### config.mk
export PLATFORM = sky130hd
export DESIGN_NAME = ai_final_multi
export DESIGN_NICKNAME = d
export VERILOG_FILES = /design/src/rtl/ai_final_pkg.sv /design/src/rtl/ai_final_chan.sv /design/src/rtl/ai_final_multi.sv
export SDC_FILE = /design/constraint.sdc
export NUM_CORES = 1
export LEC_CHECK = 0
export CORE_MARGIN = 8
export CORE_UTILIZATION = 35
export DETAILED_ROUTE_END_ITERATION = 12
export PLACE_DENSITY_LB_ADDON = 0.08
export SLEW_MARGIN = 20
export SYNTH_ARGS = -nofsm -noshare
export SYNTH_HDL_FRONTEND = slang
export SYNTH_SLANG_ARGS = --single-unit
### constraint.sdc
create_clock -name clk -period 2.2 [get_ports clk]
set_input_delay 0.44 -clock clk [delete_from_list [all_inputs] [get_ports clk]]
set_output_delay 0.44 -clock clk [all_outputs]
set_load 0.05 [all_outputs]
### src/rtl/ai_final_pkg.sv
// Shared types and helpers for the end-of-utterance verdict block.
// Optional overrun detection is enabled with AI_FINAL_OVERRUN_EN.
package ai_final_pkg;

    typedef enum logic [1:0] {
        IDLE,
        ARMED,
        DONE
    } ai_state_t;

    localparam int MAX_W = 64;

    function automatic int cnt_width(input int len_w, input int frac_shift);
        return len_w + frac_shift;
    endfunction

    // base << shift, clamped to the all-ones value of a width-bit field
    function automatic logic [MAX_W-1:0] sat_bound(
        input logic [MAX_W-1:0] base,
        input int               shift,
        input int               width
    );
        logic [MAX_W-1:0] lim;
        logic [MAX_W-1:0] v;
        lim = (width >= MAX_W) ? '1 : ((MAX_W'(1) << width) - MAX_W'(1));
        if (base > (lim >> shift))
            v = lim;
        else
            v = base << shift;
        return v;
    endfunction

endpackage

### src/rtl/ai_final_chan.sv
// One comparer channel: FSM, event counter, idle timer, bounds, sticky flags.
// AI_FINAL_OVERRUN_EN adds the ovr_err flag.
module ai_final_chan
    import ai_final_pkg::*;
#(
    parameter int LEN_W      = 16,
    parameter int FRAC_SHIFT = 9,
    parameter int TIMEOUT    = 500000
) (
    input  logic             clk,
    input  logic             rst_n,
    input  logic [LEN_W-1:0] len,
    input  logic             init,
    input  logic             char_rdy,
    input  logic             irq_ack,
    output logic             active,
    output logic             done,
    output logic             nde_err,
`ifdef AI_FINAL_OVERRUN_EN
    output logic             ovr_err,
`endif
    output logic             pend
);

    localparam int CNT_W = cnt_width(LEN_W, FRAC_SHIFT);
    localparam int TMR_W = $clog2(TIMEOUT);
    localparam logic [TMR_W-1:0] TMR_LAST = TMR_W'(TIMEOUT - 2);

    ai_state_t state, state_nxt;

    logic [CNT_W-1:0] cnt;
    logic [CNT_W-1:0] thr;
    logic [CNT_W-1:0] thr_d;
    logic [TMR_W-1:0] tmr;
    logic             conclude;
    logic [MAX_W-1:0] len_ext;
    logic [MAX_W-1:0] thr_base;

    assign len_ext  = MAX_W'(len);
    assign thr_base = (len == '0) ? '0 : len_ext - MAX_W'(1);
    assign thr_d    = CNT_W'(sat_bound(thr_base, FRAC_SHIFT, CNT_W));
    assign active   = (state == ARMED);

`ifdef AI_FINAL_OVERRUN_EN
    logic [CNT_W-1:0] ovr_lim;
    logic [CNT_W-1:0] ovr_d;

    assign ovr_d = CNT_W'(sat_bound(len_ext + MAX_W'(1), FRAC_SHIFT, CNT_W));
`endif

    always_ff @(posedge clk or negedge rst_n) begin
        if (!rst_n)
            state <= IDLE;
        else
            state <= state_nxt;
    end

    // Conclude on the edge where the idle timer would step to TIMEOUT-1
    always_comb begin
        state_nxt = state;
        conclude  = 1'b0;
        unique case (state)
            IDLE: begin
                if (init)
                    state_nxt = ARMED;
            end
            ARMED: begin
                if (init) begin
                    state_nxt = ARMED;
                end else if (!char_rdy && tmr == TMR_LAST) begin
                    state_nxt = DONE;
                    conclude  = 1'b1;
                end
            end
            DONE: begin
                if (init)
                    state_nxt = ARMED;
            end
            default: state_nxt = IDLE;
        endcase
    end

    always_ff @(posedge clk or negedge rst_n) begin
        if (!rst_n) begin
            cnt     <= '0;
            tmr     <= '0;
            thr     <= '0;
            done    <= 1'b0;
            nde_err <= 1'b0;
            pend    <= 1'b0;
`ifdef AI_FINAL_OVERRUN_EN
            ovr_lim <= '0;
            ovr_err <= 1'b0;
`endif
        end else if (init) begin
            cnt     <= '0;
            tmr     <= '0;
            thr     <= thr_d;
            done    <= 1'b0;
            nde_err <= 1'b0;
            pend    <= 1'b0;
`ifdef AI_FINAL_OVERRUN_EN
            ovr_lim <= ovr_d;
            ovr_err <= 1'b0;
`endif
        end else begin
            if (state == ARMED) begin
                if (char_rdy) begin
                    tmr <= '0;
                    if (cnt != '1)
                        cnt <= cnt + CNT_W'(1);
                end else begin
                    tmr <= tmr + TMR_W'(1);
                end
            end
            if (conclude) begin
                done    <= 1'b1;
                nde_err <= (cnt < thr);
                pend    <= 1'b1;
`ifdef AI_FINAL_OVERRUN_EN
                ovr_err <= (cnt > ovr_lim);
`endif
            end else if (irq_ack) begin
                pend <= 1'b0;
            end
        end
    end

endmodule

### src/rtl/ai_final_multi.sv
// Multi-channel end-of-utterance verdict block with registered interrupt.
// AI_FINAL_OVERRUN_EN adds the per-channel ovr_err output.
module ai_final_multi
    import ai_final_pkg::*;
#(
    parameter int CHANNELS   = 4,
    parameter int LEN_W      = 16,
    parameter int FRAC_SHIFT = 9,
    parameter int TIMEOUT    = 500000
) (
    input  logic                      clk,
    input  logic                      rst_n,
    input  logic [CHANNELS*LEN_W-1:0] len,
    input  logic [CHANNELS-1:0]       init,
    input  logic [CHANNELS-1:0]       char_rdy,
    input  logic [CHANNELS-1:0]       irq_ack,
    output logic [CHANNELS-1:0]       active,
    output logic [CHANNELS-1:0]       done,
    output logic [CHANNELS-1:0]       nde_err,
    output logic [CHANNELS-1:0]       pend,
`ifdef AI_FINAL_OVERRUN_EN
    output logic [CHANNELS-1:0]       ovr_err,
`endif
    output logic                      irq
);

    for (genvar i = 0; i < CHANNELS; i++) begin : g_chan
        ai_final_chan #(
            .LEN_W      (LEN_W),
            .FRAC_SHIFT (FRAC_SHIFT),
            .TIMEOUT    (TIMEOUT)
        ) u_chan (
            .clk      (clk),
            .rst_n    (rst_n),
            .len      (len[i*LEN_W +: LEN_W]),
            .init     (init[i]),
            .char_rdy (char_rdy[i]),
            .irq_ack  (irq_ack[i]),
            .active   (active[i]),
            .done     (done[i]),
            .nde_err  (nde_err[i]),
`ifdef AI_FINAL_OVERRUN_EN
            .ovr_err  (ovr_err[i]),
`endif
            .pend     (pend[i])
        );
    end

    always_ff @(posedge clk or negedge rst_n) begin
        if (!rst_n)
            irq <= 1'b0;
        else
            irq <= |pend;
    end

endmodule
==> run metrics, run 1 <==
Critical Path RT ~1.8 ns; Peak supply drop around 0.43 mV; RSZ-0062 raised after global routing true; fin crit period around 2.1 ns; DP HPWL between 20 and 30 mm; Worst-path clk slew approximately 0.050 ns; Synth warnings 0; Distinct cells, synth 71; Die W between 200 and 250 um; Inserted Diodes 0; ys async rst share 100%; highest routed layer met4; clk root buf clkbuf_16; Post-DP Area 19,000 um^2; max incr delay on CP 0.81 ns; met3 WL between 1 and 1.5 mm; Slowest-stage cell, CP clkdlybuf4s50_1; Initial Util between 30% and 40%; initial antenna violation count 0; Max Fclk around 0.47 GHz; Startpoint Class flop; CTS sink cnt ~270; flops & latches, synth 265; Post-synth top cells 265 x dfrtp_1, 206 x nor2_1, 133 x nand2_1; Vias between 10,000 and 15,000; Tcrit/Tclk final a little over nine tenths; clk buf depth 3; Setup Viol. Count Final 0; Fillers between 4,000 and 5,000; worst path buffer plus inverter count 1; Port Buffers 94; Largest delay share family, worst path buffers and inverters; HP Class input pin to flop; crit path cell chain clkdlybuf4s50_1; slew margin rel. roughly 64%; Routed WL per cell about 15 um; vias per cell 5.09; IO Pins 95; Post-synth EDFFs 0; Fin. Hold Viols 0; metal1 wirelength 19.2 mm; clock latency on the worst-skew pair approximately 0.53 ns; Post-DRT Antenna Nets 0; top area cells in the synthesized netlist dfrtp_1 41%, ha_1 9.1%, nor2_1 4.8%; NumNets Final roughly 2,200; clk_skew about 0.016 ns; vias in the first global route roughly 14,000; Placeable Area between 40,000 and 50,000 um^2; power density cells between 500 and 600 nW/um^2; DRT iter0 DRCs 600; Final Instance Area about 20,000 um^2; top-count cell post-synth dfrtp_1; drt drc 0; P_leak between 8 and 9 nW; total die area 52,800 um^2; share of cells above drive strength 1 about 17%; final hold slack between 0.2 and 0.25 ns; largest area contributor in the netlist dfrtp_1; fin. max-slew vios 0; first-pass GRT wire length around 69 mm; Avg Inst Size Synth between 9 and 10 um^2; Synth Cell Area about 16,000 um^2; row cnt around 80; CTS HTree Levels 2; Die Height roughly 230 um; GR Util All Layers approximately 15%; total power 11.8 mW; largest net degree at the start of global routing 61; Crit. End Element output pin; syn nets between 1,500 and 2,000; Critical Path AT about 1.7 ns; status completed; post-synthesis sequential area ratio ~41%; post-synth top area share between 40% and 50%; met2 WL post-DR 18.9 mm; critical path class flop to output pin; TritonCTS clock tree built; Remaining Overflow, GRT 0; TritonCTS Buffers 35; ys flop type dfrtp_1; Placer Congestion approximately 0.8; DR pass1 iterations 4; Max Cap Viol 0; Synth Instances around 1,700; actual slew at the worst max-slew pin 0.535 ns; crit path max fanout 3; total wire length between 40 and 50 mm; area grow syn2layout 27.4%
-- through the flow --
stage	std cells	setup WS, ns	setup TNS (ns)	util, %
detailed placement	2575	-0.565	-30.91	42.0
finish	2646	0.0669	0	45.0
floorplan	1743	-0.0737	-0.770	-
global route	2646	-0.0418	-0.0963	45.0
CTS	2644	0.00211	0	44.7
global placement	2575	-0.548	-28.91	42.0
-- power by group --
| part | switching [mW] | total, mW | internal [mW] | leakage, nW |
|---|---|---|---|---|
| clock network | 2.20 | 5.57 | 3.36 | 0.561 |
| logic | 0.661 | 1.20 | 0.534 | 4.86 |
| registers | 0.0577 | 5.07 | 5.01 | 3.55 |
-- cells in the final DEF, fill, tap and decap left out, types with 16 or more instances in the layout --
| cell | instances |
|---|---|
| a21oi_1 | 93 |
| a31oi_1 | 16 |
| and3_1 | 23 |
| buf_4 | 201 |
| clkbuf_16 | 35 |
| clkdlybuf4s50_1 | 69 |
| dfrtp_1 | 264 |
| ha_1 | 116 |
| inv_1 | 105 |
| nand2_1 | 133 |
| nand3_1 | 77 |
| nand4_1 | 66 |
| nor2_1 | 206 |
| nor3_1 | 42 |
| nor4_1 | 22 |
| o21ai_0 | 77 |
| o221ai_1 | 23 |
| o221ai_2 | 17 |
| o22ai_1 | 17 |
| or3_1 | 28 |
| xnor2_1 | 74 |
| xor2_1 | 88 |
-- state kept, by name, indices dropped and copies added, names as in the netlist --
register / count
g_chan.u_chan.cnt: 100
g_chan.u_chan.tmr: 76
g_chan.u_chan.thr: 68
g_chan.u_chan.state: 8
g_chan.u_chan.done: 4
g_chan.u_chan.nde_err: 4
g_chan.u_chan.pend: 4
irq: 1
-- final timing paths --
check / endpoint / from / slack (ns) / depth (start not counted)
min in group asynchronous: g_chan[2].u_chan.thr[19]$_DFFE_PN0P_ / rst_n / 0.45 / 2
max: pend[0] / g_chan[0].u_chan.pend$_DFFE_PN0P_ / 0.07 / 1
max in group asynchronous: g_chan[3].u_chan.cnt[3]$_DFFE_PN0P_ / rst_n / 0.98 / 3
min reg2reg: g_chan[2].u_chan.state[0]$_DFFE_PN0P_ / g_chan[2].u_chan.state[1]$_DFFE_PN0P_ / 0.48 / 1
max reg2reg: g_chan[2].u_chan.nde_err$_DFFE_PN0P_ / g_chan[2].u_chan.tmr[14]$_DFFE_PN0P_ / 0.11 / 4
min: g_chan[3].u_chan.cnt[2]$_DFFE_PN0P_ / init[3] / 0.21 / 2
-- area by class of cell --
cell class	instances	area (um^2)	share of cell area [%]
clock buffer	51	1070	5.23
clock inverter	11	73.8	0.362
inverter	107	402	1.97
multi-input combinational	1307	8780	43.1
sequential	265	6630	32.6
tap	600	751	3.69
timing repair buffer	305	2660	13.1
-- metal layers --
layer	vias up	global-route usage, %
met3	50	3.13
met5	-	0
li1	6809	-
met1	6470	20.4
met2	152	25.5
met4	0	3.39
-- cells by family after synthesis --
logic type	count (synthesis)	synth area share, %
buffers and inverters	171	4.55
AOI/OAI and AO/OA	331	14.0
and+or+nand+nor	693	21.7
DFF	265	41.5
xor gates and xnor gates	162	8.87
adders and majority gates	116	9.08
muxes	5	0.313
-- timing repair --
| item | CTS | global route |
|---|---|---|
| setup endpoints to repair | 13 | 52 |
| setup buffers | 5 | 1 |
| endpoints found under the hold margin | 52 | 0 |
| gates resized for setup | 13 | 34 |
| hold buffers | 1 | 0 |
| gates cloned | 1 | 1 |
| pin swaps | 4 | 9 |
No activity file was read; power rests on OpenSTA's default activity.
==> run 2, diff against run 1 <==
- PLACE_DENSITY_LB_ADDON: 0.08 -> not set
- SKIP_LAST_GASP: not set -> 1
- clock period: 2.2 -> 1.7 ns (I/O delays scaled with it)
==> run metrics, run 2 (same netlist as run 1, synthesis figures left out) <==
DP HPWL 32.0 mm (was 29.7 mm); share of cells above drive strength 1 38.9% (was 16.6%); initial antenna violation count 0 (unchanged); NumNets Final 2,548 (was 2,215); vias per cell 5.12 (was 5.09); Slowest-stage cell, CP dfrtp_1 (was clkdlybuf4s50_1); Initial Util 35.3% (unchanged); Tcrit/Tclk final 120%; clk buf depth 3 (unchanged); critical path class flop to flop (was flop to output pin); crit path max fanout 4 (was 3); largest net degree at the start of global routing 61 (unchanged); reg2reg path depth 7 (was 4); clock latency on the worst-skew pair 0.57 ns (was 0.53 ns); RSZ-0062 raised after global routing true (unchanged); switching share of power 25.0% (was 24.7%); Routed WL per cell 15.5 um (was 15.2 um); Critical Path AT 2.51 ns (was 1.69 ns); P_leak 11.1 nW (was 8.97 nW); HP Class input pin to flop (unchanged); Seq pwr share 44.1% (was 42.9%); biggest registers after layout g_chan.u_chan.cnt (100), g_chan.u_chan.tmr (76), g_chan.u_chan.thr (68) (unchanged); Largest delay share family, worst path compound AO/OA/AOI/OAI gates (was buffers and inverters); GR Util All Layers 16.7% (was 15.3%); drt drc 0 (unchanged); status complete, but fails checks (was completed); Remaining Overflow, GRT 0 (unchanged); slew margin rel. 54.8% (was 64.2%); Setup Viol. Count Final 126 (was 0); Startpoint Class flop (unchanged); P_sw 3.72 mW (was 2.92 mW); crit path cell chain inv_2 -> ha_1 -> a21o_1 -> a2111oi_2 -> o21ai_1 -> and4b_1 -> o31ai_2 (was clkdlybuf4s50_1); Die Height 230 um (unchanged); Worst Hold Depth 4 (was 2); vias in the first global route 15,900 (was 13,700); CTS sink cnt 265 (unchanged); area grow syn2layout 55.2% (was 27.4%); fin. max-slew vios 0 (unchanged); Max Fclk a little under 0.5 GHz; max incr delay on CP 0.37 ns (was 0.81 ns); total wire length 46.0 mm (was 40.3 mm); clk root buf clkbuf_16 (unchanged); placed cells 2,838 (was 2,575); Fin. Hold Viols 0 (unchanged); Worst-path clk slew 0.06 ns (was 0.05 ns); final hold slack 0.188 ns (was 0.214 ns); Final WS setup -0.333 ns (was 0.0669 ns); R2R Setup Slk -0.33 ns (was 0.11 ns); Clock Power Share 42.6% (was 47.0%); Internal 11.2 mW (was 8.91 mW); Crit. End Element flop (was output pin); logic gate share of total power 13.3% (was 10.1%); worst path buffer plus inverter count 1 (unchanged); IO Pins 95 (unchanged); Port Buffers 94 (unchanged); Peak supply drop 0.743 mV (was 0.427 mV); setup TNS -14.71 ns (was 0 ns); power density cells 600 nW/um^2 (was 581 nW/um^2); Placeable Area 45,300 um^2 (unchanged); Post-DRT Antenna Nets 0 (unchanged); actual slew at the worst max-slew pin 0.678 ns (was 0.535 ns); worst hold path startpoint len[59] (was init[3]); TritonCTS Buffers 31 (was 35); DRT iter0 DRCs 733 (was 600); Top reg by flops g_chan.u_chan.cnt (unchanged); violated checks negative setup slack; Placer Congestion 0.817 (was 0.806); clk_skew 0.0110 ns (was 0.0156 ns); Max Cap Viol 0 (unchanged); Post-Layout Cell Count 2,975 (was 2,646); Vias 15,200 (was 13,500); DR pass1 iterations 7 (was 4); commonest cells after routing, fill and taps aside 486 x buf_4, 260 x dfrtp_1, 192 x nor2_1 (was 264 x dfrtp_1, 206 x nor2_1, 201 x buf_4); fin crit period about 2 ns; CTS HTree Levels 1 (was 2); Critical Path RT 2.18 ns (was 1.76 ns); first-pass GRT wire length 76.2 mm (was 69.1 mm); TritonCTS clock tree built (unchanged); FF-to-FF End g_chan[2].u_chan.nde_err$_DFFE_PN0P_ (unchanged); most common cell after layout, fill and taps aside buf_4 (was dfrtp_1); row cnt 78 (unchanged); Largest register FFs 100 (unchanged); total die area 52,800 um^2 (unchanged); Die W 230 um (unchanged); Inserted Diodes 0 (unchanged); WHS Endpoint g_chan[3].u_chan.thr[20]$_DFFE_PN0P_ (was g_chan[3].u_chan.cnt[2]$_DFFE_PN0P_); Worst R2R Start g_chan[2].u_chan.thr[8]$_DFFE_PN0P_ (was g_chan[2].u_chan.tmr[14]$_DFFE_PN0P_)
==> run 2: area by class of cell <==
| cell class | instances | area [um^2] |
|---|---|---|
| tap | 600 | 751 |
| clock buffer | 50 | 937 |
| inverter | 107 | 408 |
| clock inverter | 4 | 23.8 |
| timing repair buffer | 640 | 5480 |
| sequential | 265 | 6640 |
| fill | 3911 | 20500 |
| multi-input combinational | 1309 | 10600 |
==> run 2: how the worst max path moves through the flow <==
stage	endpoint	from	slack [ns]	cells after the start
finish	g_chan[2].u_chan.nde_err$_DFFE_PN0P_	g_chan[2].u_chan.thr[8]$_DFFE_PN0P_	-0.33	7
global route	g_chan[2].u_chan.nde_err$_DFFE_PN0P_	g_chan[2].u_chan.thr[8]$_DFFE_PN0P_	-0.41	7
CTS	g_chan[3].u_chan.nde_err$_DFFE_PN0P_	g_chan[3].u_chan.thr[8]$_DFFE_PN0P_	-0.28	8
detailed placement	g_chan[3].u_chan.thr[19]$_DFFE_PN0P_	len[57]	-0.97	8
global placement	g_chan[3].u_chan.thr[21]$_DFFE_PN0P_	len[57]	-0.94	8
floorplan	g_chan[1].u_chan.thr[14]$_DFFE_PN0P_	len[19]	-0.47	7
==> run 2: worst reg2reg max path, stage by stage (launching register included) <==
cell and delay (ns):
dfrtp_1 0.37, inv_2 0.07, ha_1 0.30, a21o_1 0.19, a2111oi_2 0.36, o21ai_1 0.17
and4b_1 0.26, o31ai_2 0.23
==> run 2: metal layers <==
layer | track usage, % | share of wire (%)
met1 | 20.5 | 44
met2 | 29.9 | 51
met3 | 2.45 | 3.1
met4 | 4.81 | 2.2
met5 | 0 | 0
==> run 2: through the flow <==
| stage | area [um^2] | setup WS, ns | power (mW) | utilization [%] |
|---|---|---|---|---|
| final | 24800 | -0.333 | 14.9 | 54.8 |
| after global routing | 24800 | -0.410 | 15.5 | 54.8 |
| after global placement | 21400 | -0.939 | 8.42 | 47.3 |
| after detailed placement | 21400 | -0.967 | 8.48 | 47.3 |
| after floorplan | 16400 | -0.473 | 7.46 | - |
| after CTS | 23600 | -0.280 | 15.0 | 52.2 |
==> run 2: what timing repair did <==
action                     4_1_cts  5_1_grt
buffers inserted                57       38
pin swaps                      131      165
hold buffers                     1        0
setup endpoints to repair      168      222
cloned                           5        1
hold endpoints to repair       192        0
resized for setup              228      215
==> run 2: power by group through the flow <==
stage	sequential [mW]	combinational [mW]	clock (mW)
after floorplan	6.67	0.790	0
after global placement	6.66	1.75	0
after detailed placement	6.67	1.81	0
after CTS	6.56	1.88	6.55
after global routing	6.57	2.18	6.77
final	6.56	1.97	6.34
==> run 3, diff against run 2 <==
- ABC_AREA: not set -> 1
- PLACE_DENSITY: not set -> 0.56
==> run metrics, run 3 <==
status complete, but fails checks (unchanged); violated checks negative setup slack (unchanged); ys async rst share 100% (unchanged); largest net degree at the start of global routing 69 (was 61); row cnt 83 (was 78); Worst R2R Start g_chan[3].u_chan.cnt[15]$_DFFE_PN0P_ (was g_chan[2].u_chan.thr[8]$_DFFE_PN0P_); DRT iter0 DRCs 999 (was 733); met1 usage 22.3% (was 20.5%); clk root buf clkbuf_16 (unchanged); vias per cell 4.92 (was 5.12); TritonCTS clock tree built (unchanged); Tcrit/Tclk final 103% (was 120%); clk buf depth 3 (unchanged); largest area contributor in the netlist dfrtp_1 (unchanged); syn nets 2,763 (was 1,937); post-synth top area share 36.6% (was 41.5%); final hold slack 0.248 ns (was 0.188 ns); R2R Setup Slk -0.04 ns (was -0.33 ns); Distinct cells, synth 48 (was 71); ys flop type dfrtp_1 (unchanged); initial antenna violation count 4 (was 0); RSZ-0062 raised after global routing true (unchanged); Synth Cell Area 18,100 um^2 (was 16,000 um^2); total wire length 54.2 mm (was 46.0 mm); reg2reg path depth 9 (was 7); met2 Track Usage GR 28.1% (was 29.9%); commonest cells after routing, fill and taps aside 609 x nand2_1, 353 x buf_4, 323 x nor2_1 (was 486 x buf_4, 260 x dfrtp_1, 192 x nor2_1); NumNets Final 3,218 (was 2,548); Simple-Gate Fraction of Synth Area 32.8% (was 21.7%); Post-synth EDFFs 0 (unchanged); top area cells in the synthesized netlist dfrtp_1 37%, nand2_1 14%, ha_1 8.0% (was dfrtp_1 41%, ha_1 9.1%, nor2_1 4.8%); Remaining Overflow, GRT 0 (unchanged); clock latency on the worst-skew pair 0.55 ns (was 0.57 ns); Placeable Area 51,200 um^2 (was 45,300 um^2); P_leak 11.8 nW (was 11.1 nW); DP HPWL 39.0 mm (was 32.0 mm); share of cells above drive strength 1 24.3% (was 38.9%); Initial Util 35.4% (was 35.3%); Die Height 243 um (was 230 um); CTS sink cnt 265 (unchanged); met3 Resource Use GR 3.53% (was 2.45%); total die area 59,300 um^2 (was 52,800 um^2); Fin. Hold Viols 0 (unchanged); Post-synth top cells 693 x nand2_1, 362 x nor2_1, 279 x inv_1 (was 265 x dfrtp_1, 206 x nor2_1, 133 x nand2_1); vias in the first global route 17,500 (was 15,900); top-count cell post-synth nand2_1 (was dfrtp_1); Max Fclk 0.573 GHz (was 0.492 GHz); FF-to-FF End g_chan[3].u_chan.cnt[22]$_DFFE_PN0P_ (was g_chan[2].u_chan.nde_err$_DFFE_PN0P_); Startpoint Class flop (unchanged); Post-Layout Cell Count 3,729 (was 2,975); post-synthesis mux area share 0% (was 0.313%); slew margin rel. 66.9% (was 54.8%); most common cell after layout, fill and taps aside nand2_1 (was buf_4); first-pass GRT wire length 85.2 mm (was 76.2 mm); HP Class input pin to async pin (was input pin to flop); power density cells 652 nW/um^2 (was 600 nW/um^2); Setup Viol. Count Final 17 (was 126); Port Buffers 94 (unchanged); combinational family with the most area after synthesis simple AND/OR/NAND/NOR gates (unchanged); Critical Path RT 2.17 ns (was 2.18 ns); TritonCTS Buffers 35 (was 31); Synth warnings 0 (unchanged); Placer Congestion 0.897 (was 0.817); biggest registers after layout g_chan.u_chan.cnt (100), g_chan.u_chan.tmr (76), g_chan.u_chan.thr (68) (unchanged); fin crit period 1.74 ns (was 2.03 ns); Vias 18,400 (was 15,200); pre-CTS setup slack -0.341 ns (was -0.967 ns); post-synthesis compound-gate area fraction 11.2% (was 14.0%); Post-Synth XOR/XNOR Area 3.34% (was 8.87%); GR Util All Layers 17.0% (was 16.7%); Die W 243 um (was 230 um); Final WS setup -0.0449 ns (was -0.333 ns); area grow syn2layout 37.9% (was 55.2%); Post-DRT Antenna Nets 0 (unchanged); DR pass1 iterations 5 (was 7); Largest register FFs 100 (unchanged); busiest grt layer met2 (unchanged); Critical Path AT 2.21 ns (was 2.51 ns); Synth Instances 2,569 (was 1,743); Max Cap Viol 0 (unchanged); Worst-path clk slew 0.06 ns (about the same); Top reg by flops g_chan.u_chan.cnt (unchanged); fin. max-slew vios 0 (unchanged); clk_skew 0.0119 ns (was 0.0110 ns); placed cells 3,587 (was 2,838); adder-cell share of the synthesized area 8.02% (was 9.08%); IO Pins 95 (unchanged); post-synthesis sequential area ratio 36.6% (was 41.5%); drt drc 0 (unchanged); Peak supply drop 0.506 mV (was 0.743 mV); Crit. End Element flop (unchanged); Avg Inst Size Synth 7.05 um^2 (was 9.17 um^2); Routed WL per cell 14.5 um (was 15.5 um); crit path max fanout 8 (was 4); CTS HTree Levels 2 (was 1); flops & latches, synth 265 (unchanged); actual slew at the worst max-slew pin 0.494 ns (was 0.678 ns); critical path class flop to flop (unchanged)
==> run 3: cell count changes in the layout (fill, tap and decap cells not counted), sizes merged, moves of 29 or more <==
cell / change
or2: +29
nor2: +173
buf: -184
inv: +177
or3: -31
o21ai: +90
nand2: +564
nand3: +129
o221ai: -35
clkdlybuf4s50: +29
xnor2: -54
xor2: -39
==> run 3: final cells by class <==
class                   count  area, um^2
fillers                  5023       26200
multi-input cells        1957       10800
flip-flops and latches    265        6670
repair buffers            479        4390
clock buffers              53        1100
inverters                 286        1090
well taps                 680         851
clock inverters             5        50.0
diodes                      4        10.0
==> run 3: repair_timing <==
action / CTS / global route
buffers inserted: 5 / 54
gates cloned: 0 / 21
hold endpoints to repair: 94 / 0
resized for setup: 10 / 329
hold buffers: 1 / 0
setup endpoints to repair: 33 / 133
pin swaps: 2 / 56
==> run 3: kinds of logic after synthesis <==
logic type | after synthesis
buffers and inverters | 347
adder cells (fa/ha/maj) | 116
AND/OR/NAND/NOR | 1406
flip-flops | 265
XOR/XNOR | 69
AO/OA/AOI/OAI | 366
==> run 3: worst max-delay path by stage <==
stage	cells past startpoint	endpoint	startpoint
5_1_grt	9	g_chan[3].u_chan.cnt[22]$_DFFE_PN0P_	g_chan[3].u_chan.cnt[12]$_DFFE_PN0P_
3_3_place_gp	9	g_chan[2].u_chan.thr[12]$_DFFE_PN0P_	len[32]
3_5_place_dp	9	g_chan[2].u_chan.thr[16]$_DFFE_PN0P_	len[32]
6_report	9	g_chan[3].u_chan.cnt[22]$_DFFE_PN0P_	g_chan[3].u_chan.cnt[15]$_DFFE_PN0P_
4_1_cts	11	g_chan[1].u_chan.cnt[21]$_DFFE_PN0P_	g_chan[1].u_chan.cnt[1]$_DFFE_PN0P_
2_1_floorplan	12	g_chan[1].u_chan.cnt[17]$_DFFE_PN0P_	g_chan[1].u_chan.cnt[0]$_DFFE_PN0P_
==> run 3: metrics by stage <==
stage / power [mW] / TNS (ns) / utilization, % / area, um^2
final: 16.3 / -0.307 / 48.7 / 25000
after floorplan: 7.61 / 0 / - / 18200
after CTS: 16.2 / -0.0826 / 45.6 / 23300
after global routing: 17.0 / -5.99 / 48.7 / 25000
after detailed placement: 8.63 / -38.00 / 43.2 / 22100
after global placement: 8.59 / -34.62 / 43.2 / 22100
==> run 3: power breakdown <==
part / switching [mW] / leakage [nW] / internal (mW)
clock network: 2.93 / 0.571 / 4.56
logic: 1.19 / 7.73 / 0.990
registers: 0.100 / 3.51 / 6.50
==> run 3: worst max-delay path, stage by stage (launching register included) <==
cell	delay (ns)
dfrtp_1	0.39
nand2_1	0.13
nor2_2	0.17
nand2_2	0.09
nor2_4	0.13
nand4_1	0.15
nand3_4	0.26
clkbuf_16	0.23
nand2_2	0.04
o21ai_1	0.07
==> run 3: metal layers <==
layer / part of all wire (%) / up-vias
li1: - / 9293
met1: 46 / 8614
met2: 47 / 370
met5: 0.024 / -
met3: 5.3 / 80
met4: 2.1 / 2
